$ cat config.mk
export PLATFORM = sky130hd
export DESIGN_NAME = cci_mpf_shim_pwrite_lock_tracker
export DESIGN_NICKNAME = d
export VERILOG_FILES = /design/src/rtl/cci_mpf_shim_pwrite_pkg.sv /design/src/rtl/cci_mpf_shim_pwrite_lock_cnt.sv /design/src/rtl/cci_mpf_shim_pwrite_lock_tracker.sv
export SDC_FILE = /design/constraint.sdc
export NUM_CORES = 2
export LEC_CHECK = 0
export CORE_ASPECT_RATIO = 1.1
export CORE_MARGIN = 3
export CORE_UTILIZATION = 45
export DETAILED_ROUTE_END_ITERATION = 7
export SLEW_MARGIN = 30
export SYNTH_ARGS = -nofsm -noshare
export SYNTH_HDL_FRONTEND = slang
export SYNTH_SLANG_ARGS = --single-unit
$ cat constraint.sdc
create_clock -name clk -period 13.1 [get_ports clk]
set_input_delay 3.275 -clock clk [delete_from_list [all_inputs] [get_ports clk]]
set_output_delay 3.275 -clock clk [all_outputs]
set_load 0.02 [all_outputs]
$ cat src/rtl/cci_mpf_shim_pwrite_pkg.sv
// Shared types and width helpers for the partial-write lock tracker.
// Index typedefs are declared inside each parameterized module.
package cci_mpf_shim_pwrite_pkg;

  // Widest flattened index bus that slice_idx() can accept.
  localparam int unsigned FlatMaxW = 1024;

  typedef enum logic [1:0] {
    ErrNone,
    ErrOverflow,
    ErrUnderflow
  } t_pwrite_lock_err;

  function automatic int unsigned idx_width(int unsigned n_entries);
    return $clog2(n_entries);
  endfunction

  function automatic int unsigned cnt_width(int unsigned max_locks);
    return $clog2(max_locks + 1);
  endfunction

  // Signed width for cnt + L - U, with headroom for both clamp directions.
  function automatic int unsigned sum_width(int unsigned cnt_w, int unsigned n_chan);
    return cnt_w + $clog2(n_chan) + 2;
  endfunction

  function automatic int unsigned slice_idx(logic [FlatMaxW-1:0] flat, int unsigned idx_w,
                                            int unsigned chan);
    return 32'(flat >> (chan * idx_w)) & ((32'd1 << idx_w) - 32'd1);
  endfunction

endpackage

$ cat src/rtl/cci_mpf_shim_pwrite_lock_cnt.sv
// One saturating up/down lock counter. Errors are reported as per-cycle pulses;
// the owner of the counter decides whether they are sticky.
module cci_mpf_shim_pwrite_lock_cnt
  import cci_mpf_shim_pwrite_pkg::*;
#(
  parameter int unsigned MAX_LOCKS = 3,
  parameter int unsigned N_CHAN    = 2,
  localparam int unsigned CntW = cnt_width(MAX_LOCKS),
  localparam int unsigned IncW = $clog2(N_CHAN + 1),
  localparam int unsigned SumW = sum_width(CntW, N_CHAN)
) (
  input  logic            clk,
  input  logic            reset,
  input  logic [IncW-1:0] n_inc,
  input  logic [IncW-1:0] n_dec,
  output logic [CntW-1:0] count,
  output logic            nonzero_next,
  output logic            ovf,
  output logic            udf
);

  logic [CntW-1:0]        r_cnt;
  logic [CntW-1:0]        w_cnt_d;
  logic signed [SumW-1:0] w_sum;
  t_pwrite_lock_err       w_err;

  always_comb begin
    w_sum   = $signed(SumW'(r_cnt)) + $signed(SumW'(n_inc)) - $signed(SumW'(n_dec));
    w_err   = ErrNone;
    w_cnt_d = CntW'(w_sum);
    if (reset) begin
      w_cnt_d = '0;
    end else if (w_sum[SumW-1]) begin
      w_cnt_d = '0;
      w_err   = ErrUnderflow;
    end else if (w_sum > $signed(SumW'(MAX_LOCKS))) begin
      w_cnt_d = CntW'(MAX_LOCKS);
      w_err   = ErrOverflow;
    end
  end

  always_ff @(posedge clk) begin
    if (reset) begin
      r_cnt <= '0;
    end else begin
      r_cnt <= w_cnt_d;
    end
  end

  assign count        = r_cnt;
  assign nonzero_next = (w_cnt_d != '0);
  assign ovf          = (w_err == ErrOverflow);
  assign udf          = (w_err == ErrUnderflow);

endmodule

$ cat src/rtl/cci_mpf_shim_pwrite_lock_tracker.sv
// Counting lock tracker for write heap indices awaiting FIU-edge data.
// Queries see same-cycle lock/unlock updates (forwarded via nonzero_next).
module cci_mpf_shim_pwrite_lock_tracker
  import cci_mpf_shim_pwrite_pkg::*;
#(
  parameter int unsigned N_WRITE_HEAP_ENTRIES = 128,
  parameter int unsigned N_LOCK_CHANNELS      = 2,
  parameter int unsigned N_QUERY_PORTS        = 2,
  parameter int unsigned MAX_LOCKS_PER_IDX    = 3,
  localparam int unsigned IdxW  = idx_width(N_WRITE_HEAP_ENTRIES),
  localparam int unsigned CntW  = cnt_width(MAX_LOCKS_PER_IDX),
  localparam int unsigned IncW  = $clog2(N_LOCK_CHANNELS + 1),
  localparam int unsigned NLckW = IdxW + 1
) (
  input  logic                            clk,
  input  logic                            reset,
  input  logic [N_LOCK_CHANNELS-1:0]      lock_idx_en,
  input  logic [N_LOCK_CHANNELS*IdxW-1:0] lock_idx,
  input  logic [N_LOCK_CHANNELS-1:0]      unlock_idx_en,
  input  logic [N_LOCK_CHANNELS*IdxW-1:0] unlock_idx,
  input  logic [N_QUERY_PORTS-1:0]        query_en,
  input  logic [N_QUERY_PORTS*IdxW-1:0]   query_idx,
  output logic [N_QUERY_PORTS-1:0]        query_valid,
  output logic [N_QUERY_PORTS-1:0]        query_locked,
  output logic [NLckW-1:0]                n_locked,
  output logic                            idle,
  output logic                            err_overflow,
  output logic                            err_underflow
);

  typedef logic [IdxW-1:0] t_heap_idx;

  logic [FlatMaxW-1:0] w_lock_flat, w_unlock_flat, w_query_flat;
  t_heap_idx           w_lock_idx   [N_LOCK_CHANNELS];
  t_heap_idx           w_unlock_idx [N_LOCK_CHANNELS];
  t_heap_idx           w_query_idx  [N_QUERY_PORTS];

  logic [IncW-1:0] w_n_inc [N_WRITE_HEAP_ENTRIES];
  logic [IncW-1:0] w_n_dec [N_WRITE_HEAP_ENTRIES];
  logic [CntW-1:0] w_cnt   [N_WRITE_HEAP_ENTRIES];

  logic [N_WRITE_HEAP_ENTRIES-1:0] w_nz_next, w_ovf, w_udf;
  logic [N_QUERY_PORTS-1:0]        w_query_locked_d;
  logic [NLckW-1:0]                w_n_locked_d;

  logic [N_QUERY_PORTS-1:0] r_query_valid, r_query_locked;
  logic [NLckW-1:0]         r_n_locked;
  logic                     r_idle, r_err_ovf, r_err_udf;

  assign w_lock_flat   = FlatMaxW'(lock_idx);
  assign w_unlock_flat = FlatMaxW'(unlock_idx);
  assign w_query_flat  = FlatMaxW'(query_idx);

  always_comb begin
    for (int c = 0; c < N_LOCK_CHANNELS; c++) begin
      w_lock_idx[c]   = IdxW'(slice_idx(w_lock_flat, IdxW, c));
      w_unlock_idx[c] = IdxW'(slice_idx(w_unlock_flat, IdxW, c));
    end
    for (int q = 0; q < N_QUERY_PORTS; q++) begin
      w_query_idx[q] = IdxW'(slice_idx(w_query_flat, IdxW, q));
    end
  end

  // Count how many channels hit each index this cycle.
  always_comb begin
    for (int i = 0; i < N_WRITE_HEAP_ENTRIES; i++) begin
      w_n_inc[i] = '0;
      w_n_dec[i] = '0;
      for (int c = 0; c < N_LOCK_CHANNELS; c++) begin
        if (lock_idx_en[c] && (w_lock_idx[c] == IdxW'(i))) begin
          w_n_inc[i] = w_n_inc[i] + IncW'(1);
        end
        if (unlock_idx_en[c] && (w_unlock_idx[c] == IdxW'(i))) begin
          w_n_dec[i] = w_n_dec[i] + IncW'(1);
        end
      end
    end
  end

  for (genvar gi = 0; gi < N_WRITE_HEAP_ENTRIES; gi++) begin : g_cnt
    cci_mpf_shim_pwrite_lock_cnt #(
      .MAX_LOCKS (MAX_LOCKS_PER_IDX),
      .N_CHAN    (N_LOCK_CHANNELS)
    ) u_cnt (
      .clk          (clk),
      .reset        (reset),
      .n_inc        (w_n_inc[gi]),
      .n_dec        (w_n_dec[gi]),
      .count        (w_cnt[gi]),
      .nonzero_next (w_nz_next[gi]),
      .ovf          (w_ovf[gi]),
      .udf          (w_udf[gi])
    );

    a_cnt_max : assert property (@(posedge clk) w_cnt[gi] <= CntW'(MAX_LOCKS_PER_IDX));
  end

  always_comb begin
    w_n_locked_d = '0;
    for (int i = 0; i < N_WRITE_HEAP_ENTRIES; i++) begin
      w_n_locked_d = w_n_locked_d + NLckW'(w_nz_next[i]);
    end
    for (int q = 0; q < N_QUERY_PORTS; q++) begin
      w_query_locked_d[q] = query_en[q] & w_nz_next[w_query_idx[q]];
    end
  end

  always_ff @(posedge clk) begin
    if (reset) begin
      r_query_valid  <= '0;
      r_query_locked <= '0;
      r_n_locked     <= '0;
      r_idle         <= 1'b1;
      r_err_ovf      <= 1'b0;
      r_err_udf      <= 1'b0;
    end else begin
      r_query_valid  <= query_en;
      r_query_locked <= w_query_locked_d;
      r_n_locked     <= w_n_locked_d;
      r_idle         <= (w_n_locked_d == '0);
      r_err_ovf      <= r_err_ovf | (|w_ovf);
      r_err_udf      <= r_err_udf | (|w_udf);
    end
  end

  assign query_valid   = r_query_valid;
  assign query_locked  = r_query_locked;
  assign n_locked      = r_n_locked;
  assign idle          = r_idle;
  assign err_overflow  = r_err_ovf;
  assign err_underflow = r_err_udf;

endmodule

==> results.json <==
{
  "status": "finished, final reports clean",
  "wl_per_cell_um": 28.0,
  "start_util_pct": 45.5,
  "cts_htree_levels": 2,
  "slew_headroom_pct": 29.1,
  "die_width_um": 283,
  "clk_path_buf_depth": 3,
  "period_needed_ns": 12.94,
  "drc": 0,
  "synth.avg_cell_area_um2": 8.75,
  "core-area_um2": 83500,
  "holdCritPathClass": "reg -> reg",
  "final_cell_mix": "936 x inv_1, 801 x buf_4, 786 x ha_1",
  "fillCellCount": 7563,
  "synth_ff_type": "dfxtp_1",
  "tritoncts": "built",
  "seq_area_um2": 5430,
  "layout_commonest_cell": "inv_1",
  "cts_sinks": 271,
  "synthCells": 4343,
  "cp_max_fo": 6,
  "numCtsBuffers": 39,
  "final_core_util_pct": 58.7,
  "grt_antenna_before_repair": 15,
  "numPortBuffers": 64,
  "totalWireLength_mm": 179,
  "end_kind": "flip-flop",
  "slowest_stage": "fa_2",
  "crit_type": "in -> reg",
  "multiInputGateArea_um2": 29200,
  "synth_edf_count": 0,
  "crit_family": "adder cells",
  "grt_max_degree": 98,
  "cts-root-buf": "clkbuf_16",
  "tightest_slew_ns": 1.06,
  "drive_above_1_share_pct": 23.1,
  "period_share_pct": 98.8,
  "slew_viol_final": 0,
  "synth_fp_nets": 5559,
  "grt_pass1_vias": 36600,
  "path_buf_inv": 12,
  "yosysWarningCount": 0,
  "setup_viol": 0,
  "fmax_mhz": 77.3,
  "grt_pass1_wl_mm": 253,
  "die-area_um2": 88000,
  "boundaryPins": 65,
  "place_hpwl_mm": 150,
  "vias_per_cell": 5.84,
  "holdWs_ns": 0.824,
  "ys_seq_area_share_pct": 14.3,
  "ant_nets": 0,
  "area_growth_pct": 28.9,
  "drt_iter0_drc": 3686,
  "die_y_um": 311,
  "cpPeakStageDelay_ns": 0.64,
  "r2r_setup_slack_ns": 3.53,
  "final_nets": 6449,
  "cap_violations": 0,
  "start_kind": "input pin",
  "ys_types": 86,
  "hold_buffers": 0,
  "rsz0062_at_grt": "yes",
  "vias": 37300,
  "hold_viol": 0,
  "syn_area_um2": 38000,
  "dr.pass1.iters": 6,
  "grt_usage_pct": 40.2,
  "ys_seq_elements": 271,
  "rows": 111,
  "synth-async-reset-ratio_pct": 0,
  "finClkSkew_ns": 0.0126,
  "worstPathRequired_ns": 13.59,
  "clkTransAtPathRegs_ns": 0.05,
  "grt-ovfl-total": 0,
  "insertion_delay_ns": 0.60,
  "cp_common_cell": "fa_1",
  "routabilityCongestion": 1.13,
  "critPathArrivalTime_ns": 13.43
}
## worst reg2reg max path: cells and delay by family (launching register included)
family / cells / cell delay [ns]
AND/OR/NAND/NOR: 5 / 0.54
AO/OA/AOI/OAI: 4 / 0.78
flip-flops: 1 / 0.30
adder cells (fa/ha/maj): 15 / 6.80
buffers and inverters: 11 / 0.97
XOR/XNOR: 1 / 0.07
## cells by family after synthesis
group	after synthesis	share of synthesized area (%)
AOI/OAI and AO/OA	716	14.5
xor gates and xnor gates	5	0.115
adders and majority gates	1166	45.7
buffers and inverters	1055	10.7
DFF	271	14.3
muxes	31	1.52
and+or+nand+nor	1099	13.2
## metal layers
metal | global-route usage (%) | vias to the layer above | share of wire [%]
met5 | 0 | - | 0.030
met4 | 29.9 | 8 | 9.5
met1 | 48.7 | 18100 | 37
met2 | 59.3 | 2049 | 41
li1 | - | 16400 | -
met3 | 13.2 | 685 | 12
## cell type report
class,count,area share [%]
Clock inverter,6,0.102
Antenna cell,4,0.0204
Clock buffer,57,2.34
Inverter,952,7.29
Sequential cell,271,11.1
Tap cell,1130,2.89
Multi-Input combinational cell,3017,59.7
Timing Repair Buffer,952,16.6
## stage by stage
step	setup TNS [ns]	cells	worst slack [ns]	area, µm²
final	0	6389	0.156	49000
after global routing	-0.0601	6385	-0.0601	49000
after CTS	0	6363	0.000808	48300
after detailed placement	-6.67	6277	-1.10	46600
after global placement	-6.49	6277	-1.07	46600
after floorplan	0	4343	0.0378	38000
## state kept, by name (all words and copies together) (netlist names)
register           cells
err_overflow           1
err_underflow          1
g_cnt.u_cnt.count    256
idle                   1
n_locked               8
query_locked           2
query_valid            2
## final timing paths
kind / depth (start not counted) / end / startpoint
max reg2reg: 36 / idle / g_cnt[109].u_cnt.count[0]
max: 42 / idle / lock_idx[12]
min reg2reg: 4 / g_cnt[52].u_cnt.count[0] / g_cnt[52].u_cnt.count[0]
min: 4 / g_cnt[52].u_cnt.count[0] / g_cnt[52].u_cnt.count[0]
## synth_stat cells (all sizes together) (8+ instances only)
cell type / instances / share of area (%)
inv: 951 / 9.4
ha: 795 / 26
nor2: 611 / 6.1
fa: 371 / 20
dfxtp: 271 / 14
a211oi: 187 / 3.7
nor2b: 147 / 2.4
nand2: 117 / 1.2
o31a: 110 / 2.5
clkbuf: 91 / 1.1
a21oi: 72 / 0.95
o22ai: 70 / 1.2
a311oi: 50 / 1.2
nor4: 48 / 0.79
a21boi: 37 / 0.73
a311o: 37 / 0.98
nand3: 37 / 0.49
or2: 30 / 0.49
nor3: 27 / 0.36
a31oi: 26 / 0.43
mux4: 21 / 1.3
nand4: 19 / 0.31
and2: 18 / 0.30
o21ai: 15 / 0.20
nand2b: 14 / 0.23
buf: 12 / 0.16
a2111oi: 9 / 0.22
mux2i: 9 / 0.24
nand3b: 9 / 0.18
a211o: 8 / 0.19
and3: 8 / 0.13
## timing repair
item                                    CTS  global route
gates resized for setup                 106           222
setup buffers                            23            22
endpoints found under the setup margin    8             7
pin swaps                                47            87
Power is left out: the tool's default activity adds up to more than one toggle a clock period on the data nets, which glitch-free logic cannot reach.
